$ cat src/rtl/typedef_pkg.sv
// rtl/typedef_pkg.sv - shared vector opcode constants and issue-queue entry type
package typedef_pkg;

    localparam logic [6:0] v_arith_opcode = 7'b1010111;
    localparam logic [6:0] v_ld_opcode    = 7'b0000111;
    localparam logic [6:0] v_st_opcode    = 7'b0100111;
    localparam logic [2:0] OPCFG          = 3'b111;

    typedef struct packed {
        logic [31:0] instr;
        logic [31:0] rs1;
        logic [31:0] rs2;
    } viq_entry_t;

endpackage

$ cat src/rtl/viq_fence_chk.sv
// rtl/viq_fence_chk.sv - decodes whether the queue head is a vset* config instruction
module viq_fence_chk
    import typedef_pkg::*;
(
    input  logic [6:0] opcode,
    input  logic [2:0] funct3,
    output logic       head_is_cfg
);

    // vset* shares the arith opcode and is distinguished by funct3
    assign head_is_cfg = (opcode == v_arith_opcode) && (funct3 == OPCFG);

endmodule

$ cat src/rtl/vector_issue_queue.sv
// rtl/vector_issue_queue.sv - in-order FIFO between scalar core and vector scheduler with config fence
module vector_issue_queue
    import typedef_pkg::*;
#(
    parameter  int DEPTH = 4,
    localparam int CNT_W = $clog2(DEPTH + 1)
) (
    input  logic             clk,
    input  logic             rst,
    input  logic             instr_vld_i,
    input  logic [31:0]      vector_instr_i,
    input  logic [31:0]      rs1_i,
    input  logic [31:0]      rs2_i,
    output logic             vector_stall_o,
    output logic [31:0]      sched_instr_o,
    output logic [31:0]      sched_rs1_o,
    output logic [31:0]      sched_rs2_o,
    output logic             sched_vld_o,
    input  logic             sched_rdy_i,
    input  logic             vu_idle_i,
    input  logic             flush_i,
    output logic [CNT_W-1:0] count_o,
    output logic             empty_o
);

    localparam int PTR_W = $clog2(DEPTH);

    viq_entry_t       mem [DEPTH];
    logic [PTR_W-1:0] rd_ptr;
    logic [PTR_W-1:0] wr_ptr;
    logic [CNT_W-1:0] count;
    viq_entry_t       head;
    logic             head_is_cfg;
    logic             push;
    logic             pop;

    assign head = mem[rd_ptr];

    viq_fence_chk u_fence_chk (
        .opcode      (head.instr[6:0]),
        .funct3      (head.instr[14:12]),
        .head_is_cfg (head_is_cfg)
    );

    // Stall and offer are derived from registered state, so a push into an
    // empty queue is only visible one cycle later and a pop never frees a slot
    // for a push in the same cycle.
    assign empty_o        = (count == '0);
    assign vector_stall_o = (count == CNT_W'(DEPTH));
    assign count_o        = count;
    assign sched_vld_o    = !empty_o && (!head_is_cfg || vu_idle_i);
    assign sched_instr_o  = sched_vld_o ? head.instr : 32'h0;
    assign sched_rs1_o    = sched_vld_o ? head.rs1   : 32'h0;
    assign sched_rs2_o    = sched_vld_o ? head.rs2   : 32'h0;

    assign push = instr_vld_i && !vector_stall_o;
    assign pop  = sched_vld_o && sched_rdy_i;

    // Entry storage; not reset, and a push coinciding with flush/reset is dropped
    always_ff @(posedge clk) begin
        if (!rst && !flush_i && push) begin
            mem[wr_ptr] <= '{instr: vector_instr_i, rs1: rs1_i, rs2: rs2_i};
        end
    end

    // Pointers and occupancy; flush shares the reset path and overrides push/pop
    always_ff @(posedge clk) begin
        if (rst || flush_i) begin
            rd_ptr <= '0;
            wr_ptr <= '0;
            count  <= '0;
        end else begin
            if (push) wr_ptr <= wr_ptr + 1'b1;
            if (pop)  rd_ptr <= rd_ptr + 1'b1;
            case ({push, pop})
                2'b10:   count <= count + 1'b1;
                2'b01:   count <= count - 1'b1;
                default: count <= count;
            endcase
        end
    end

    // Occupancy invariants: never pop empty, never push full, never exceed DEPTH
    always_ff @(posedge clk) begin
        if (!rst) begin
            assert (!(pop && empty_o));
            assert (!(push && vector_stall_o));
            assert (count <= CNT_W'(DEPTH));
        end
    end

endmodule

$ cat config.mk
export PLATFORM = sky130hd
export DESIGN_NAME = vector_issue_queue
export DESIGN_NICKNAME = d
export VERILOG_FILES = /design/src/rtl/typedef_pkg.sv /design/src/rtl/viq_fence_chk.sv /design/src/rtl/vector_issue_queue.sv
export SDC_FILE = /design/constraint.sdc
export NUM_CORES = 1
export LEC_CHECK = 0
export CAP_MARGIN = 5
export CORE_UTILIZATION = 65
export CTS_BUF_LIST = sky130_fd_sc_hd__clkbuf_4 sky130_fd_sc_hd__clkbuf_8
export DETAILED_ROUTE_END_ITERATION = 8
export DONT_BUFFER_PORTS = 1
export PLACE_DENSITY = 0.79
export SLEW_MARGIN = 20
export SYNTH_ARGS = -nofsm -noshare
export SYNTH_HDL_FRONTEND = slang
export SYNTH_SLANG_ARGS = --single-unit
$ cat constraint.sdc
create_clock -name clk -period 12.2 [get_ports clk]
set_input_delay 3.66 -clock clk [delete_from_list [all_inputs] [get_ports clk]]
set_output_delay 3.66 -clock clk [all_outputs]
set_load 0.01 [all_outputs]
---- After elaboration in Yosys (flattened, before gate mapping) ----
Memory sizes are Yosys's and may differ from the RTL's. A register that Yosys moved wholly into a read port is not among the register bits.
Cells that the tools add are included.
word-level totals
  register bits after elaboration ......... 7
  RAM bits ................................ 384
  input port bits ......................... 102
  output and inout bits ................... 102
  memories kept ........................... 1
cells by class
  add/subtract/negate cells ............... 4
  equal/unequal tests ..................... 5
  multiplexer cells ....................... 8
  reduce and logical (&&, ||, !) cells .... 15
memory list
  memory  depth  width  rd ports  clocked after memory_dff  write ports  line                      RTL
  mem     4      96     1         1                         1            vector_issue_queue.sv:28  viq_entry_t mem [DEPTH];
operators with widths
  operator                                                               number
  32-bit 2-to-1 mux                                                      3
  7-bit equality test, second input constant                             1
  3-bit equality test, second input constant                             2
  1-bit logical AND                                                      6
  3-bit one-hot mux with 2 select lines                                  1
  1-bit logical NOT                                                      5
  2-bit by 1-bit adder with 2-bit output, second input constant          2
  2-bit 2-to-1 mux                                                       2
  3-bit by 1-bit adder with 3-bit output, second input constant          1
  3-bit logical NOT                                                      1
  3-bit by 1-bit subtractor with 3-bit output, second input constant     1
  2-bit by 1-bit equality test with 1-bit output, second input constant  1
  2-bit equality test, second input constant                             1
  1-bit logical OR                                                       2
  1-bit 2-to-1 mux                                                       2
  2-bit nonzero test                                                     1

---- Depth between registers and ports, before layout ----
Gate-level depths: netlist (run 1).
  depth in word-level cells ............... 8
  depth in mapped cells ................... 12
  gate-level depth less buffers ........... 10

---- Cells and area by module ----
Synthesis (run 1) repeated with hierarchy kept, for this count alone.
second synthesis, totals
  cell total of the unflattened synthesis .. 683
  area, all modules ....................... 15,088.2 sq um
modules (own cells, without submodules)
  module              instances  cells an instance  area each (sq um)  sequential area each (sq um)
  vector_issue_queue  1          679                15,056.9           11,711.2
  viq_fence_chk       1          4                  31.3               0.0

---- Worst setup path before layout (run 1) ----
OpenSTA, ideal clock, no wires.
  kind .................................... input port to output port
  start point ............................. in vu_idle_i
  end point ............................... out sched_instr_o[0]
  arrival ................................. 4.593 ns
  data required time ...................... 8.540 ns
  slack ................................... 3.947 ns
  stages on the path ...................... 5
  path buffers ............................ 1
  path through ............................ nand4b_1 > o31ai_4 > buf_6 > inv_2 > and2_1
between the ends
  cells in the longest elaborated chain, start to end .. 3
ends and longest elaborated chain
  item                   line                      RTL
  start: declaration     vector_issue_queue.sv:20  input logic vu_idle_i,
  1-bit logical OR       vector_issue_queue.sv:51  assign sched_vld_o = !empty_o && (!head_is_cfg || vu_idle_i);
  1-bit logical AND      vector_issue_queue.sv:51
  named net sched_vld_o  vector_issue_queue.sv:18  output logic sched_vld_o,
  32-bit 2-to-1 mux      vector_issue_queue.sv:52  assign sched_instr_o = sched_vld_o ? head.instr : 32'h0;
  end: declaration       vector_issue_queue.sv:15  output logic [31:0] sched_instr_o,
The timed path passes the listed nets, and every way through them passes these cells.

---- Worst setup path after layout (run 1) ----
  start point ............................. in vu_idle_i
  end point ............................... out sched_instr_o[6]
The elaborated chain is that of the path after synthesis.

==> metrics.md, run 1 <==
| Metric | Value |
|---|---|
| Top cell type's share of synthesized area | `77.0%` |
| Critical Path RT | `8540 ps` |
| Final WS setup | `3430 ps` |
| Drt pass-1 iters | `5` |
| Post-Synthesis Cells | `665` |
| Comb power frac | `3.1%` |
| Layout cells sized above 1 | `27.6%` |
| Unique masters post-synth | `30` |
| Setup crit end kind | `output port` |
| Number of setup buffers added after CTS | `0` |
| Detailed Route Iter0 Violations | `474` |
| Worst slack, placed | `3400 ps` |
| Crit Path Max Fanout | `36` |
| Die Span X | `154 um` |
| Worst r2r dst | `count_o[2]` |
| TritonCTS Buffers | `57` |
| Clock power frac | `38.9%` |
| R2R Setup Slk | `8140 ps` |
| Area leader, netlist | `edfxtp_1` |
| Peak VDD IR | `0.126 mV` |
| Design Area, Final | `16400 um^2` |
| Hold Path Origin | `rd_ptr[1]` |
| Max_cap viols | `0` |
| Starting Density | `66.2%` |
| Row count | `55` |
| Final hold vios | `0` |
| Status | `completed` |
| Final Critical Period | `8770 ps` |
| Slew of the pin with the lowest slew margin | `924 ps` |
| Setup TNS Final | `0 ps` |
| Largest net degree at the start of global routing | `59` |
| Int Pwr | `2.08 mW` |
| Final WL | `26000 um` |
| H-tree level count | `2` |
| Hold Path Stages | `2` |
| I/O pin count | `204` |
| Clk slew on worst S/H paths | `60 ps` |
| Worst-skew pair later-pin latency | `570 ps` |
| Crit Path Category | `in2out` |
| Sequential share of power | `58.1%` |
| Antenna violations before repair | `1` |
| Clock Path Buffers | `3` |
| Post-CTS Resized | `0` |
| DRC | `0` |
| Max Freq | `114 MHz` |
| Vias in the first global route | `6845` |
| Clock skew | `16.2 ps` |
| Die height | `154 um` |
| Die area | `23700 um^2` |
| Clk root buf | `clkbuf_8` |
| Seq/Total Area, Yosys | `78.2%` |
| Power Density | `158 nW/um^2` |
| Final setup viols | `0` |
| Dominant cells by area after synthesis | `edfxtp_1 (77%), mux4_2 (14%), nor2b_1 (3.6%)` |
| Gr ovfl total | `0` |
| Net Switching | `0.509 mW` |
| Port buffer count | `0` |
| Syn nets | `773` |
| Dpl hpwl | `15100 um` |
| Hold Path Class | `reg2reg` |
| Tcrit/Tclk final | `71.9%` |
| Placed inst area | `15300 um^2` |
| ANT nets after route | `0` |
| WHS | `482 ps` |
| RSZ-0062 raised after global routing | `false` |
| Critical path startpoint | `vu_idle_i` |
| Layout net count | `809` |
| Leakage | `5.00 nW` |
| CTS tree | `built` |
| Post-synthesis area per instance | `22.5 um^2` |
| Max Slew Vio Count | `0` |
| Synth Warn # | `0` |
| Sink Count | `393` |
| R2r worst-path depth | `11` |
| Diode count | `0` |
| First-pass GRT wire length | `39400 um` |
| Vias per cell | `6.33` |
| GRT Total Usage | `22.7%` |
| Slew headroom | `38.4%` |
| Layout area overhead | `9.46%` |
| Via count of the routed design | `6533` |
| Cts hold-fix bufs | `0` |
| DR WL/cell | `25.2 um` |
| Switching share of power | `19.7%` |
| CP arrival | `5110 ps` |
| CP startpoint kind | `input pin` |
| Number of synthesized register bits | `393` |
| Worst Setup EP | `sched_instr_o[6]` |
| Mapped Area | `15000 um^2` |
| Final RePlAce weighted congestion | `0.763` |
| CORE AREA | `22600 um^2` |
-- critical path, stage by stage --
cell	delay [ps]
nand4b_1	250
o31ai_4	230
buf_4	420
inv_2	240
and2_1	280
-- power by group through the flow --
stage | sequential (mW) | combinational (mW) | clock (mW)
final | 1.50 | 0.0799 | 1.01
after global routing | 1.50 | 0.0858 | 1.09
after CTS | 1.50 | 0.0817 | 1.03
after detailed placement | 1.53 | 0.0811 | 0
after global placement | 1.53 | 0.0789 | 0
after floorplan | 1.53 | 0.0673 | 0
-- cell usage after synthesis --
library cell  instances
o21ai_0               1
inv_2                 1
a21oi_1               5
ha_1                  5
xnor2_1               1
and2_1               14
or2_2                 2
o21ai_1               1
mux4_2               96
buf_6                 1
nand3_1               1
o31ai_4               1
nand4bb_4             1
and3_1                1
inv_1                 7
mux2i_1               1
dfxtp_1               9
o311ai_1              1
nand4b_1              1
nor2_1                6
buf_4                 3
xor2_1                2
nor2b_1              86
edfxtp_1            384
buf_2                15
nand2b_1              1
nand2_1               2
clkbuf_1             12
or3_1                 3
fa_1                  1
-- area by class of cell --
| cell class | instances | area [um^2] |
|---|---|---|
| sequential | 393 | 11700 |
| timing repair buffer | 8 | 63.8 |
| clock inverter | 21 | 115 |
| tap | 285 | 357 |
| clock buffer | 84 | 1020 |
| multi-input combinational | 233 | 3100 |
| fill | 1289 | 6240 |
| inverter | 8 | 30.0 |
-- layer usage --
layer  up-vias  GRT usage (%)  share of wire (%)
li1       2785              -                  -
met1      3397           30.5                 39
met2       306           36.4                 50
met3        43           7.19                9.0
met4         2           6.71                1.9
met5         -              0              0.065
-- state kept, by name, indices dropped and copies added (netlist names), named ones only --
register	flops
mem	384
count_o	3
rd_ptr	2
wr_ptr	2
-- kinds of logic after synthesis --
family	share of synthesized area [%]
muxes	14.5
adders and majority gates	0.551
xor gates and xnor gates	0.175
DFF	78.2
AOI/OAI and AO/OA	0.434
and+or+nand+nor	4.94
buffers and inverters	1.23
-- cell usage in the layout (no fill, tap or decap) --
master	synthesis	routed
clkbuf_4	0	22
fa_1	1	1
ha_1	5	5
xor2_1	2	2
nand2b_1	1	1
o21ai_0	1	1
bufinv_16	0	1
nand2_1	2	2
inv_2	1	1
nand3_1	1	1
clkinv_1	0	14
mux4_2	96	96
or2_2	2	2
mux2i_1	1	1
xnor2_1	1	1
a21oi_1	5	5
and2_1	14	10
buf_6	1	1
clkbuf_8	0	62
buf_4	3	7
edfxtp_1	384	384
dfxtp_4	0	2
inv_1	7	7
and2_4	0	4
clkinv_2	0	5
o31ai_4	1	1
clkinvlp_4	0	1
nor2b_1	86	86
o311ai_1	1	1
nand4bb_4	1	1
nor2_1	6	6
o21ai_1	1	1
and3_1	1	1
or3_1	3	3
nand4b_1	1	1
dfxtp_1	9	7
-- through the flow --
step | std cells | util, % | power, mW
detailed placement | 927 | 67.4 | 1.61
finish | 1032 | 72.4 | 2.59
global route | 1032 | 72.4 | 2.68
CTS | 1032 | 72.4 | 2.62
floorplan | 665 | - | 1.60
global placement | 927 | 67.4 | 1.61
-- worst min-delay path by stage --
stage / to / slack [ps]
floorplan: register / 460
global placement: register / 460
detailed placement: register / 470
CTS: register / 480
global route: register / 510
finish: register / 480
(Power assumes the default switching activity.)
==> run 2, diff against run 1 <==
CORE_UTILIZATION = 59   (was 65)
PLACE_DENSITY = 0.76   (was 0.79)
clock period = 7.8 ns   (was 12.2 ns; I/O delays follow)
==> run 2 against run 1 <==
- utilization shrank 5.8 points
- critical path depth fell by 1
- non-clock buffer count up 1
- largest power group unchanged
==> metrics.md, run 2 (synthesized netlist as in run 1, its figures left out) <==
| Metric | Value |
|---|---|
| Layout area overhead | `9.50%` |
| Max Freq | `168 MHz` |
| Setup TNS Final | `0 ps` |
| Crit Path Category | `in2out` |
| CP startpoint kind | `input pin` |
| Detailed Route Iter0 Violations | `404` |
| Die area | `26000 um^2` |
| Crit Path Max Fanout | `58` |
| DR WL/cell | `24.1 um` |
| Die Span X | `161 um` |
| Critical Path RT | `5460 ps` |
| Largest net degree at the start of global routing | `62` |
| I/O pin count | `204` |
| FF+latch area | `11700 um^2` |
| Drt pass-1 iters | `4` |
| ANT nets after route | `0` |
| Antenna violations before repair | `1` |
| Power Density | `244 nW/um^2` |
| Commonest non-fill, non-tap cell in the layout | `edfxtp_1` |
| TritonCTS Buffers | `58` |
| Diode count | `0` |
| CORE AREA | `24600 um^2` |
| Leakage | `4.98 nW` |
| Final Critical Period | `5950 ps` |
| Max reg flops | `384` |
| Dpl hpwl | `15200 um` |
| Final RePlAce weighted congestion | `0.750` |
| Row count | `57` |
| Post-CTS Resized | `0` |
| Clock skew | `22.2 ps` |
| Final setup viols | `0` |
| Final hold vios | `0` |
| Number of setup buffers added after CTS | `0` |
| Peak VDD IR | `0.172 mV` |
| Clk slew on worst S/H paths | `60 ps` |
| Most frequent cells in the layout | `edfxtp_1 (384), mux4_2 (96), nor2b_1 (86)` |
| First-pass GRT wire length | `39000 um` |
| Via count of the routed design | `6461` |
| Total Power | `4.01 mW` |
| R2R Setup Slk | `4010 ps` |
| Sink Count | `393` |
| Fillers | `1543` |
| CP arrival | `3610 ps` |
| Die height | `161 um` |
| CTS tree | `built` |
| Vias per cell | `6.04` |
| Area of the multi-input gates | `3100 um^2` |
| Max_cap viols | `0` |
| Port buffer count | `0` |
| Tcrit/Tclk final | `76.2%` |
| Final WL | `25800 um` |
| H-tree level count | `2` |
| Finished Layout Cells | `1070` |
| Status | `completed` |
| Hold Path Class | `reg2reg` |
| Slew of the pin with the lowest slew margin | `910 ps` |
| RSZ-0062 raised after global routing | `false` |
| Setup crit end kind | `output port` |
| Slew headroom | `39.4%` |
| Max Slew Vio Count | `0` |
| Placed cell count | `967` |
| Layout cells sized above 1 | `27.5%` |
| Clk root buf | `clkbuf_8` |
| Vias in the first global route | `7006` |
| Clock Path Buffers | `3` |
| Starting Density | `60.9%` |
| Cts hold-fix bufs | `0` |
| Worst-skew pair later-pin latency | `570 ps` |
| DRC | `0` |
| Layout net count | `811` |
| GRT Total Usage | `20.2%` |
| Gr ovfl total | `0` |
| Most flop-heavy register | `mem` |
[run 2: cell types whose count changed in the layout (fill, tap and decap cells not counted)]
cell / change
clkbuf_4: +6
clkinv_2: -4
clkbuf_8: -3
buf_4: +2
buf_6: -1
bufinv_16: -1
[run 2: power breakdown]
part	internal, mW	switching, mW	total, mW	leakage, nW
combinational	0.0463	0.0787	0.125	0.854
clock	0.829	0.702	1.53	0.579
sequential	2.34	0.00758	2.35	3.54
[run 2: critical path, stage by stage]
cell	delay [ps]
nand4b_1	250
o31ai_4	240
buf_4	500
nor2b_1	200
[run 2: worst paths after layout]
check	startpoint	endpoint	depth (start not counted)
max reg2reg	register	count_o[2]	11
min reg2reg	rd_ptr[0]	register	2
min	rd_ptr[0]	register	2
max	vu_idle_i	sched_rs1_o[15]	4
[run 2: cell type report]
cell class              instances  area share [%]
flip-flops and latches        393            71.4
well taps                     324            2.47
repair buffers                  9           0.412
inverters                       8           0.183
clock inverters                16           0.397
clock buffers                  87            6.23
multi-input cells             233            18.9
[run 2: per-stage QoR]
| stage | utilization [%] | hold slack, ps | cell area, um^2 | worst slack, ps |
|---|---|---|---|---|
| after floorplan | - | 463 | 15000 | 2130 |
| after global placement | 62.3 | 463 | 15300 | 1870 |
| after detailed placement | 62.3 | 492 | 15300 | 1800 |
| after CTS | 66.7 | 499 | 16400 | 1700 |
| after global routing | 66.7 | 522 | 16400 | 1510 |
| final | 66.7 | 510 | 16400 | 1850 |
[run 2: per-layer routing]
layer,global-route usage [%],vias up,wire length (um)
met1,25.3,3384,9900
met4,6.05,0,442
met5,0,-,0
li1,-,2782,-
met3,6.55,41,2270
met2,34.0,254,13200
